`src/rtl/conv_pool_sequencer.sv`:
```
// -----------------------------------------------------------------------------
// conv_pool_sequencer
//
// Frame-level controller for the two-stage feature pipeline. It holds the
// convolution stage in reset, then releases it and waits for its done. It then
// does the same for the max-pooling stage. It also handles the host start/ack
// handshake, counts the RUN cycles of each stage, and runs a per-stage watchdog.
//
// Ports
//   clock, reset    : single rising-edge clock; asynchronous active-high reset
//   start           : frame request, only looked at in IDLE
//   abort           : cancels a frame in progress (any non-IDLE state)
//   conv_done       : done from the convolution stage
//   pool_done       : done from the pooling stage
//   frame_ack       : host acknowledge of DONE or ERROR
//   conv_nreset     : active-low reset to the convolution stage
//   pool_nreset     : active-low reset to the pooling stage
//   capture_conv    : one-cycle pulse; the convolution output is final
//   busy            : high in every state except IDLE
//   frame_valid     : high in DONE
//   error           : high in ERROR
//   error_stage     : 0 none, 1 conv timeout, 2 pool timeout
//   conv_cycles     : RUN cycles used by the convolution stage
//   pool_cycles     : RUN cycles used by the pooling stage
// -----------------------------------------------------------------------------
module conv_pool_sequencer #(
   parameter int RST_CYCLES = 2,
   parameter int TIMEOUT    = 200000,
   parameter int CNT_W      = 20
) (
   input  logic             clock,
   input  logic             reset,
   input  logic             start,
   input  logic             abort,
   input  logic             conv_done,
   input  logic             pool_done,
   input  logic             frame_ack,
   output logic             conv_nreset,
   output logic             pool_nreset,
   output logic             capture_conv,
   output logic             busy,
   output logic             frame_valid,
   output logic             error,
   output logic [1:0]       error_stage,
   output logic [CNT_W-1:0] conv_cycles,
   output logic [CNT_W-1:0] pool_cycles
);

   localparam logic [2:0] S_IDLE     = 3'd0;
   localparam logic [2:0] S_CONV_RST = 3'd1;
   localparam logic [2:0] S_CONV_RUN = 3'd2;
   localparam logic [2:0] S_POOL_RST = 3'd3;
   localparam logic [2:0] S_POOL_RUN = 3'd4;
   localparam logic [2:0] S_DONE     = 3'd5;
   localparam logic [2:0] S_ERROR    = 3'd6;

   localparam int               RC_W      = (RST_CYCLES > 1) ? $clog2(RST_CYCLES) : 1;
   localparam logic [RC_W-1:0]  RST_LAST  = RC_W'(RST_CYCLES - 1);
   localparam logic [CNT_W-1:0] CNT_MAX   = {CNT_W{1'b1}};
   localparam logic [CNT_W-1:0] TIMEOUT_C = CNT_W'(TIMEOUT);

   logic [2:0]       state_q, state_d;
   logic [RC_W-1:0]  rst_cnt_q, rst_cnt_d;
   logic [CNT_W-1:0] conv_cnt_q, conv_cnt_d, conv_inc_s;
   logic [CNT_W-1:0] pool_cnt_q, pool_cnt_d, pool_inc_s;
   logic [1:0]       err_stage_q, err_stage_d;
   logic             capture_d;
   logic             capture_q, conv_nreset_q, pool_nreset_q;
   logic             busy_q, frame_valid_q, error_q;

   // Saturating increments of the stage cycle counters.
   always_comb begin
      if (conv_cnt_q == CNT_MAX) begin
         conv_inc_s = conv_cnt_q;
      end else begin
         conv_inc_s = conv_cnt_q + CNT_W'(1);
      end
      if (pool_cnt_q == CNT_MAX) begin
         pool_inc_s = pool_cnt_q;
      end else begin
         pool_inc_s = pool_cnt_q + CNT_W'(1);
      end
   end

   // Next-state logic. Priority inside a RUN state: abort, then done, then timeout.
   always_comb begin
      state_d     = state_q;
      rst_cnt_d   = rst_cnt_q;
      conv_cnt_d  = conv_cnt_q;
      pool_cnt_d  = pool_cnt_q;
      err_stage_d = err_stage_q;
      capture_d   = 1'b0;
      case (state_q)
         S_IDLE: begin
            if (start) begin
               state_d     = S_CONV_RST;
               rst_cnt_d   = '0;
               conv_cnt_d  = '0;
               pool_cnt_d  = '0;
               err_stage_d = 2'd0;
            end else begin
               state_d = S_IDLE;
            end
         end
         // The stage done is deliberately ignored here because it can be stale.
         S_CONV_RST, S_POOL_RST: begin
            if (abort) begin
               state_d = S_IDLE;
            end else if (rst_cnt_q == RST_LAST) begin
               state_d = (state_q == S_CONV_RST) ? S_CONV_RUN : S_POOL_RUN;
            end else begin
               rst_cnt_d = rst_cnt_q + RC_W'(1);
            end
         end
         S_CONV_RUN: begin
            conv_cnt_d = conv_inc_s;
            if (abort) begin
               state_d = S_IDLE;
            end else if (conv_done) begin
               state_d   = S_POOL_RST;
               rst_cnt_d = '0;
               capture_d = 1'b1;
            end else if (conv_inc_s >= TIMEOUT_C) begin
               state_d     = S_ERROR;
               err_stage_d = 2'd1;
            end else begin
               state_d = S_CONV_RUN;
            end
         end
         S_POOL_RUN: begin
            pool_cnt_d = pool_inc_s;
            if (abort) begin
               state_d = S_IDLE;
            end else if (pool_done) begin
               state_d = S_DONE;
            end else if (pool_inc_s >= TIMEOUT_C) begin
               state_d     = S_ERROR;
               err_stage_d = 2'd2;
            end else begin
               state_d = S_POOL_RUN;
            end
         end
         // A start that arrives together with frame_ack is dropped on purpose.
         S_DONE, S_ERROR: begin
            if (abort || frame_ack) begin
               state_d = S_IDLE;
            end else begin
               state_d = state_q;
            end
         end
         default: begin
            state_d = S_IDLE;
         end
      endcase
   end

   // State, counters and outputs. The outputs are decoded from the next state so
   // that each output register already shows the value for the state being entered.
   always_ff @(posedge clock or posedge reset) begin
      if (reset) begin
         state_q       <= S_IDLE;
         rst_cnt_q     <= '0;
         conv_cnt_q    <= '0;
         pool_cnt_q    <= '0;
         err_stage_q   <= 2'd0;
         capture_q     <= 1'b0;
         conv_nreset_q <= 1'b0;
         pool_nreset_q <= 1'b0;
         busy_q        <= 1'b0;
         frame_valid_q <= 1'b0;
         error_q       <= 1'b0;
      end else begin
         state_q       <= state_d;
         rst_cnt_q     <= rst_cnt_d;
         conv_cnt_q    <= conv_cnt_d;
         pool_cnt_q    <= pool_cnt_d;
         err_stage_q   <= err_stage_d;
         capture_q     <= capture_d;
         conv_nreset_q <= (state_d == S_CONV_RUN) || (state_d == S_POOL_RST) ||
                          (state_d == S_POOL_RUN) || (state_d == S_DONE);
         pool_nreset_q <= (state_d == S_POOL_RUN) || (state_d == S_DONE);
         busy_q        <= (state_d != S_IDLE);
         frame_valid_q <= (state_d == S_DONE);
         error_q       <= (state_d == S_ERROR);
      end
   end

   assign conv_nreset  = conv_nreset_q;
   assign pool_nreset  = pool_nreset_q;
   assign capture_conv = capture_q;
   assign busy         = busy_q;
   assign frame_valid  = frame_valid_q;
   assign error        = error_q;
   assign error_stage  = err_stage_q;
   assign conv_cycles  = conv_cnt_q;
   assign pool_cycles  = pool_cnt_q;

endmodule

```
`config.mk`:
```
export PLATFORM = sky130hd
export DESIGN_NAME = conv_pool_sequencer
export DESIGN_NICKNAME = d
export VERILOG_FILES = /design/src/rtl/conv_pool_sequencer.sv
export SDC_FILE = /design/constraint.sdc
export NUM_CORES = 1
export LEC_CHECK = 0
export ABC_AREA = 1
export CORE_UTILIZATION = 30
export CTS_CLUSTER_SIZE = 28
export DETAILED_ROUTE_END_ITERATION = 10
export PLACE_DENSITY = 0.6
export SETUP_SLACK_MARGIN = 0.1
export SYNTH_ARGS = -nofsm -noshare
export SYNTH_HDL_FRONTEND = slang
export SYNTH_SLANG_ARGS = --single-unit
export TNS_END_PERCENT = 5
```
`constraint.sdc`:
```
create_clock -name clock -period 2.9 [get_ports clock]
set_clock_uncertainty 0.05 [all_clocks]
set_input_delay 0.58 -clock clock [delete_from_list [all_inputs] [get_ports clock]]
set_output_delay 0.58 -clock clock [all_outputs]
set_load 0.02 [all_outputs]
```
==> results of run 1 <==
-- per-layer routing --
layer / wire [um] / vias to the layer above / global-route usage (%)
li1: - / 1846 / -
met1: 4680 / 1652 / 22.8
met2: 4640 / 131 / 27.0
met3: 628 / 20 / 3.06
met4: 198 / 0 / 5.95
met5: 0 / - / 0
-- layout make-up --
class | instances | area, um2 | area share [%]
multi-input combinational | 405 | 1980 | 44.4
inverter | 69 | 259 | 5.80
timing repair buffer | 60 | 586 | 13.1
clock inverter | 2 | 15.0 | 0.337
sequential | 52 | 1300 | 29.2
tap | 143 | 179 | 4.01
clock buffer | 6 | 139 | 3.11
-- power groups by stage --
| stage | logic, W | clock network [W] | registers (W) |
|---|---|---|---|
| floorplan | 0.000249 | 0 | 0.000846 |
| global placement | 0.000440 | 0 | 0.000823 |
| detailed placement | 0.000440 | 0 | 0.000824 |
| CTS | 0.000442 | 0.000644 | 0.000809 |
| global route | 0.000486 | 0.000680 | 0.000816 |
| finish | 0.000437 | 0.000628 | 0.000810 |
-- flip-flops by register name (all words and copies together) (netlist names) --
register and cells:
capture_conv 1, frame_valid 1, conv_nreset 1, error 1, pool_nreset 1, rst_cnt_q 1, state_q 3, busy 1
error_stage 2, pool_cycles 20, conv_cycles 20
-- worst min path at each step --
stage	slack (ps)	endpoint	cells past startpoint	startpoint
detailed placement	440	error_stage[0]	2	error_stage[0]
global placement	440	error_stage[1]	2	error_stage[1]
floorplan	460	rst_cnt_q	2	rst_cnt_q
finish	440	error_stage[0]	2	error_stage[0]
CTS	450	error_stage[0]	2	error_stage[0]
global route	490	error_stage[0]	2	error_stage[0]
-- metrics by stage --
| step | util, % | power, W |
|---|---|---|
| CTS | 38.7 | 0.00190 |
| floorplan | - | 0.00109 |
| detailed placement | 37.4 | 0.00126 |
| finish | 38.7 | 0.00187 |
| global placement | 37.4 | 0.00126 |
| global route | 38.7 | 0.00198 |
-- cell families (layout without fill, tap and decap cells) --
group / after synthesis / count (layout) / share of synthesized area [%]
AND/OR/NAND/NOR: 326 / 326 / 41.9
buffers and inverters: 78 / 137 / 8.41
flip-flops: 52 / 52 / 36.3
adder cells (fa/ha/maj): 2 / 2 / 0.698
XOR/XNOR: 7 / 7 / 1.71
AO/OA/AOI/OAI: 70 / 70 / 10.9
-- Yosys cell counts, types with 4 or more instances --
master and number:
nor2_4 7, o21ai_1 4, nand3_2 4, o21ai_0 41, nand4_1 14, nand2_2 6
nand2_4 4, nor2_2 8, dfrtp_1 52, a21oi_1 10, nor2_1 56, nor3_1 5
xor2_1 7, inv_1 64, nand3_1 49, o22ai_1 6, nand2_1 168, clkbuf_1 7
-- critical path, cell delays in order, from the launching register on --
cell and delay [ps]:
dfrtp_1 460, ha_2 330, inv_2 60, nor2_4 220, nand2_4 90, nor2_4 130, nand2_4 160, nand2_1 190
nand2_1 70, nor2_1 80, nand2_1 50, nand2_1 100, nand3_2 80, nand3_1 80, nand3_1 120, nand2_1 90
nand2_1 50
-- repair_timing --
item	4_1_cts	5_1_grt
gates resized for setup	0	1
hold endpoints to repair	0	0
endpoints found under the setup margin	0	1
==> results.yml, run 1 <==
die:
  row_count: 39
  core-area_mm2: 0.0115
  die_x_um: 111
  dieArea_mm2: 0.0124
  die_height_um: 111
  pin_count: 55
  start_util_pct: 31.1
global_route:
  grtUsageTotal_pct: 16.9
  antenna_found_initial: 0
  overflow: 0
  first_global_vias: 3512
  grt_max_degree: 29
  grt_pass1_wl_um: 17100
cells_and_area:
  final_cell_mix: "nand2_1 (168), inv_1 (63), nor2_1 (56), clkdlybuf4s50_1 (54), dfrtp_1 (52)"
  drive_above_1_share_pct: 8.75
  diodes: 0
  layout.cells.non_filler: 737
  fillCellCount: 1198
  syn_to_final_growth_pct: 24.5
  fin_nets: 602
  final_common_cell: "nand2_1"
  stdcell_area_mm2: 0.00446
yosys:
  syn_nets: 544
  netlist_area_mm2: 0.00358
  seq_area_frac_synth_pct: 36.3
  ys.flop_type: "dfrtp_1"
  synth_top_area_cell: "dfrtp_1"
  yosysWarnings: 0
  syn_inst: 535
  yosysUniqueCellTypes: 36
  syn_area_per_cell_um2: 6.70
  yosysTopAreaCellShare_pct: 36.3
  synth_edf_count: 0
  ys_ff_latch: 52
  async_flop_share_pct: 100
  synth_area_leaders: "dfrtp_1 (36%), nand2_1 (18%), nand3_1 (6.8%)"
route:
  ant_nets: 0
  initialDrtViolationCount: 203
  drc: 6
  drt-pass1-iter-count: 7
  wl_per_cell_um: 13.8
  drt_wl_total_um: 10200
  vias_per_cell: 4.95
  dr_total_vias: 3649
setup_path:
  crit_path_start_kind: "register"
  r2r_end: "error_stage[1]"
  cp.arrival_ps: 2650
  crit-reg2reg-launch: "conv_cycles[0]"
  worst_ep_required_time_ps: 3030
  endpoint: "error_stage[1]"
  reg2reg_depth: 16
  crit_type: "reg -> reg"
  cp_max_fo: 18
  reg2reg_slack_ps: 380
  crit_start: "conv_cycles[0]"
  worst_setup_path_end_kind: "register"
power_and_ir_drop:
  power_frac_comb_pct: 23.3
  p_leak_nw: 1.99
  p_sw_share_pct: 33.3
  intPower_w: 0.00125
  peakVddDrop_mv: 0.257
  seq_power_share_pct: 43.2
  clockPowerShare_pct: 33.5
  p_switching_w: 0.000624
  power.density_mw_per_mm2: 420
placed_design:
  placed_cells: 729
  preCtsSetupSlack_ps: 320
  dp.final_hpwl_um: 7760
  dpl_cell_area_mm2: 0.00431
  place_congestion: 0.909
  portBuffers: 54
cts:
  cts_max_level: 2
  cts.hold.buffers_added: 0
  numCtsBuffers: 5
  clkTransAtPathRegs_ps: 70
  clock_latency_ps: 300
  cts_root_buffer: "clkbuf_16"
  cts_setup_buffers: 0
  cts.sinks: 52
  cts_tree: "built"
  cts_buffer_depth: 2
sta:
  drv_slew: 0
  fin_crit_ps: 2520
  finalWorstSetupSlack_ps: 384
  maxSlewHeadroom_pct: 59.2
  hold_slack_ps: 444
  tightest_slew_ps: 611
  setup_viol: 0
  max_freq_mhz: 397
  rsz0062_at_grt: "false"
  tns_ps: 0
  finalCritPeriodShare_pct: 86.8
  hold_viol: 0
min_path:
  min_path_type: "reg -> reg"
run_status:
  status: "finished with violations"
  violations: "design-rule violations"
flow_run:
  maxCapViolations: 0
No activity file was read; power rests on OpenSTA's default activity.
==> run 2, diff against run 1 <==
Settings changed: CTS_CLUSTER_DIAMETER set to 100.
==> results of run 2 <==
Final layout, timing and power as in run 1 (identical DEF).
==> run 3, diff against run 2 <==
Settings changed: CELL_PAD_IN_SITES_DETAIL_PLACEMENT set to 1, CELL_PAD_IN_SITES_GLOBAL_PLACEMENT set to 1, PLACE_DENSITY 0.6 to 0.75.
==> results.yml, run 3 (synthesis gave the netlist of run 1 again) <==
run_status:
  status: "finished with violations"
  violations: "design-rule violations"
setup_path:
  cp.arrival_ps: 2640
  path_common_cell: "nand2_4"
  cp_max_fo: 18
  crit_type: "reg -> reg"
  crit_path_start_kind: "register"
  worst_setup_path_end_kind: "register"
  crit_buf_inv: 3
  slowest_delay_ps: 460
  worst_ep_required_time_ps: 3000
  cpMaxStageDelayCell: "dfrtp_1"
  crit_family: "simple AND/OR/NAND/NOR gates"
  path_cells: "ha_2 -> inv_2 -> nor2_4 -> nand2_4 -> nor2_4 -> nand2_4 -> nand3_1 -> nor2_1 -> nand2_1 -> inv_1 -> nand3_2 -> nand2_1 -> nand2_2 -> nand2_4 -> inv_2 -> nand3_1"
cells_and_area:
  multiInputGateArea_mm2: 0.00199
  final_cell_mix: "nand2_1 (168), inv_1 (63), nor2_1 (56), clkdlybuf4s50_1 (54), dfrtp_1 (52)"
  final_common_cell: "nand2_1"
  fillCellCount: 1513
  diodes: 0
  syn_to_final_growth_pct: 24.7
  regArea_mm2: 0.00130
  fin_nets: 602
  drive_above_1_share_pct: 8.60
route:
  dr_total_vias: 3800
  initialDrtViolationCount: 181
  ant_nets: 0
  vias_per_cell: 5.16
  drt-pass1-iter-count: 7
  drc: 10
  wl_per_cell_um: 15.6
  drt_wl_total_um: 11500
cts:
  clkTransAtPathRegs_ps: 70
  clock_latency_ps: 290
  cts_tree: "built"
  cts_max_level: 2
  cts.sinks: 52
  cts_root_buffer: "clkbuf_16"
  numCtsBuffers: 5
  cts_buffer_depth: 2
global_route:
  antenna_found_initial: 0
  overflow: 0
  grt_max_degree: 53
  first_global_vias: 4078
  grt_pass1_wl_um: 19500
  grtUsageTotal_pct: 19.5
sta:
  hold_viol: 0
  maxSlewHeadroom_pct: 53.0
  max_freq_mhz: 393
  finalCritPeriodShare_pct: 87.7
  setup_viol: 0
  fin_crit_ps: 2540
  rsz0062_at_grt: "false"
  tns_ps: 0
  drv_slew: 0
  tightest_slew_ps: 705
die:
  pin_count: 55
  die_height_um: 111
  dieArea_mm2: 0.0124
  start_util_pct: 31.1
  row_count: 39
  core-area_mm2: 0.0115
  die_x_um: 111
min_path:
  min_path_type: "reg -> reg"
power_and_ir_drop:
  peakVddDrop_mv: 0.243
  p_leak_nw: 2.00
  power.density_mw_per_mm2: 426
  total_power_w: 0.00190
flow_run:
  maxCapViolations: 0
placed_design:
  dp.final_hpwl_um: 8790
  place_congestion: 0.906
  portBuffers: 54
-- run 3: cell types whose count changed in the layout (fill, tap and decap cells not counted) --
cell / change
clkinvlp_4: -2
clkbuf_8: +1
nand3_2: -1
nand3_4: +1
-- run 3: power by group --
part	internal, W	switching, W	leakage [nW]
Sequential	0.000769	0.0000457	0.720
Combinational	0.000144	0.000318	1.20
Clock	0.000363	0.000262	0.0760
-- run 3: metal layers --
layer	global-route usage, %	share of wire, %	wire, um	vias to the layer above
li1	-	-	-	1845
met3	2.52	3.1	360	19
met2	36.6	50	5780	87
met4	4.86	1.7	193	0
met1	23.1	45	5150	1849
met5	0	0	0	-
-- run 3: repair_timing --
item	CTS	global route
setup buffers	0	0
hold buffers	0	0
gates resized for setup	0	2
endpoints found under the setup margin	0	6
-- run 3: final timing paths --
| path | cells past startpoint | startpoint | slack (ps) | endpoint |
|---|---|---|---|---|
| max | 16 | conv_cycles[0] | 360 | busy |
| min | 2 | error_stage[0] | 480 | error_stage[0] |
| max reg2reg | 16 | conv_cycles[0] | 360 | busy |
| min reg2reg | 2 | error_stage[0] | 480 | error_stage[0] |
| max in group asynchronous | 3 | reset | 1560 | conv_cycles[19] |
| min in group asynchronous | 3 | reset | 770 | pool_cycles[14] |
-- run 3: metrics by stage --
stage	area (um2)	util (%)	hold WS (ps)	setup slack, ps	std cells
after floorplan	3580	-	463	714	535
after global routing	4470	38.8	516	124	736
after detailed placement	4310	37.4	462	232	729
after global placement	4310	37.4	452	361	729
final	4470	38.8	481	357	736
after CTS	4460	38.7	489	219	736
-- run 3: tightest hold or removal path, delay by kind of cell, from the launching register on --
kind,cells,cell delay (ps)
flops,1,380
simple gates,2,110
-- run 3: cell type report --
| cell class | count | share of cell area [%] |
|---|---|---|
| repair buffers | 60 | 13.1 |
| flip-flops and latches | 52 | 29.1 |
| clock buffers | 7 | 3.42 |
| multi-input cells | 405 | 44.6 |
| well taps | 143 | 4.00 |
| inverters | 69 | 5.80 |
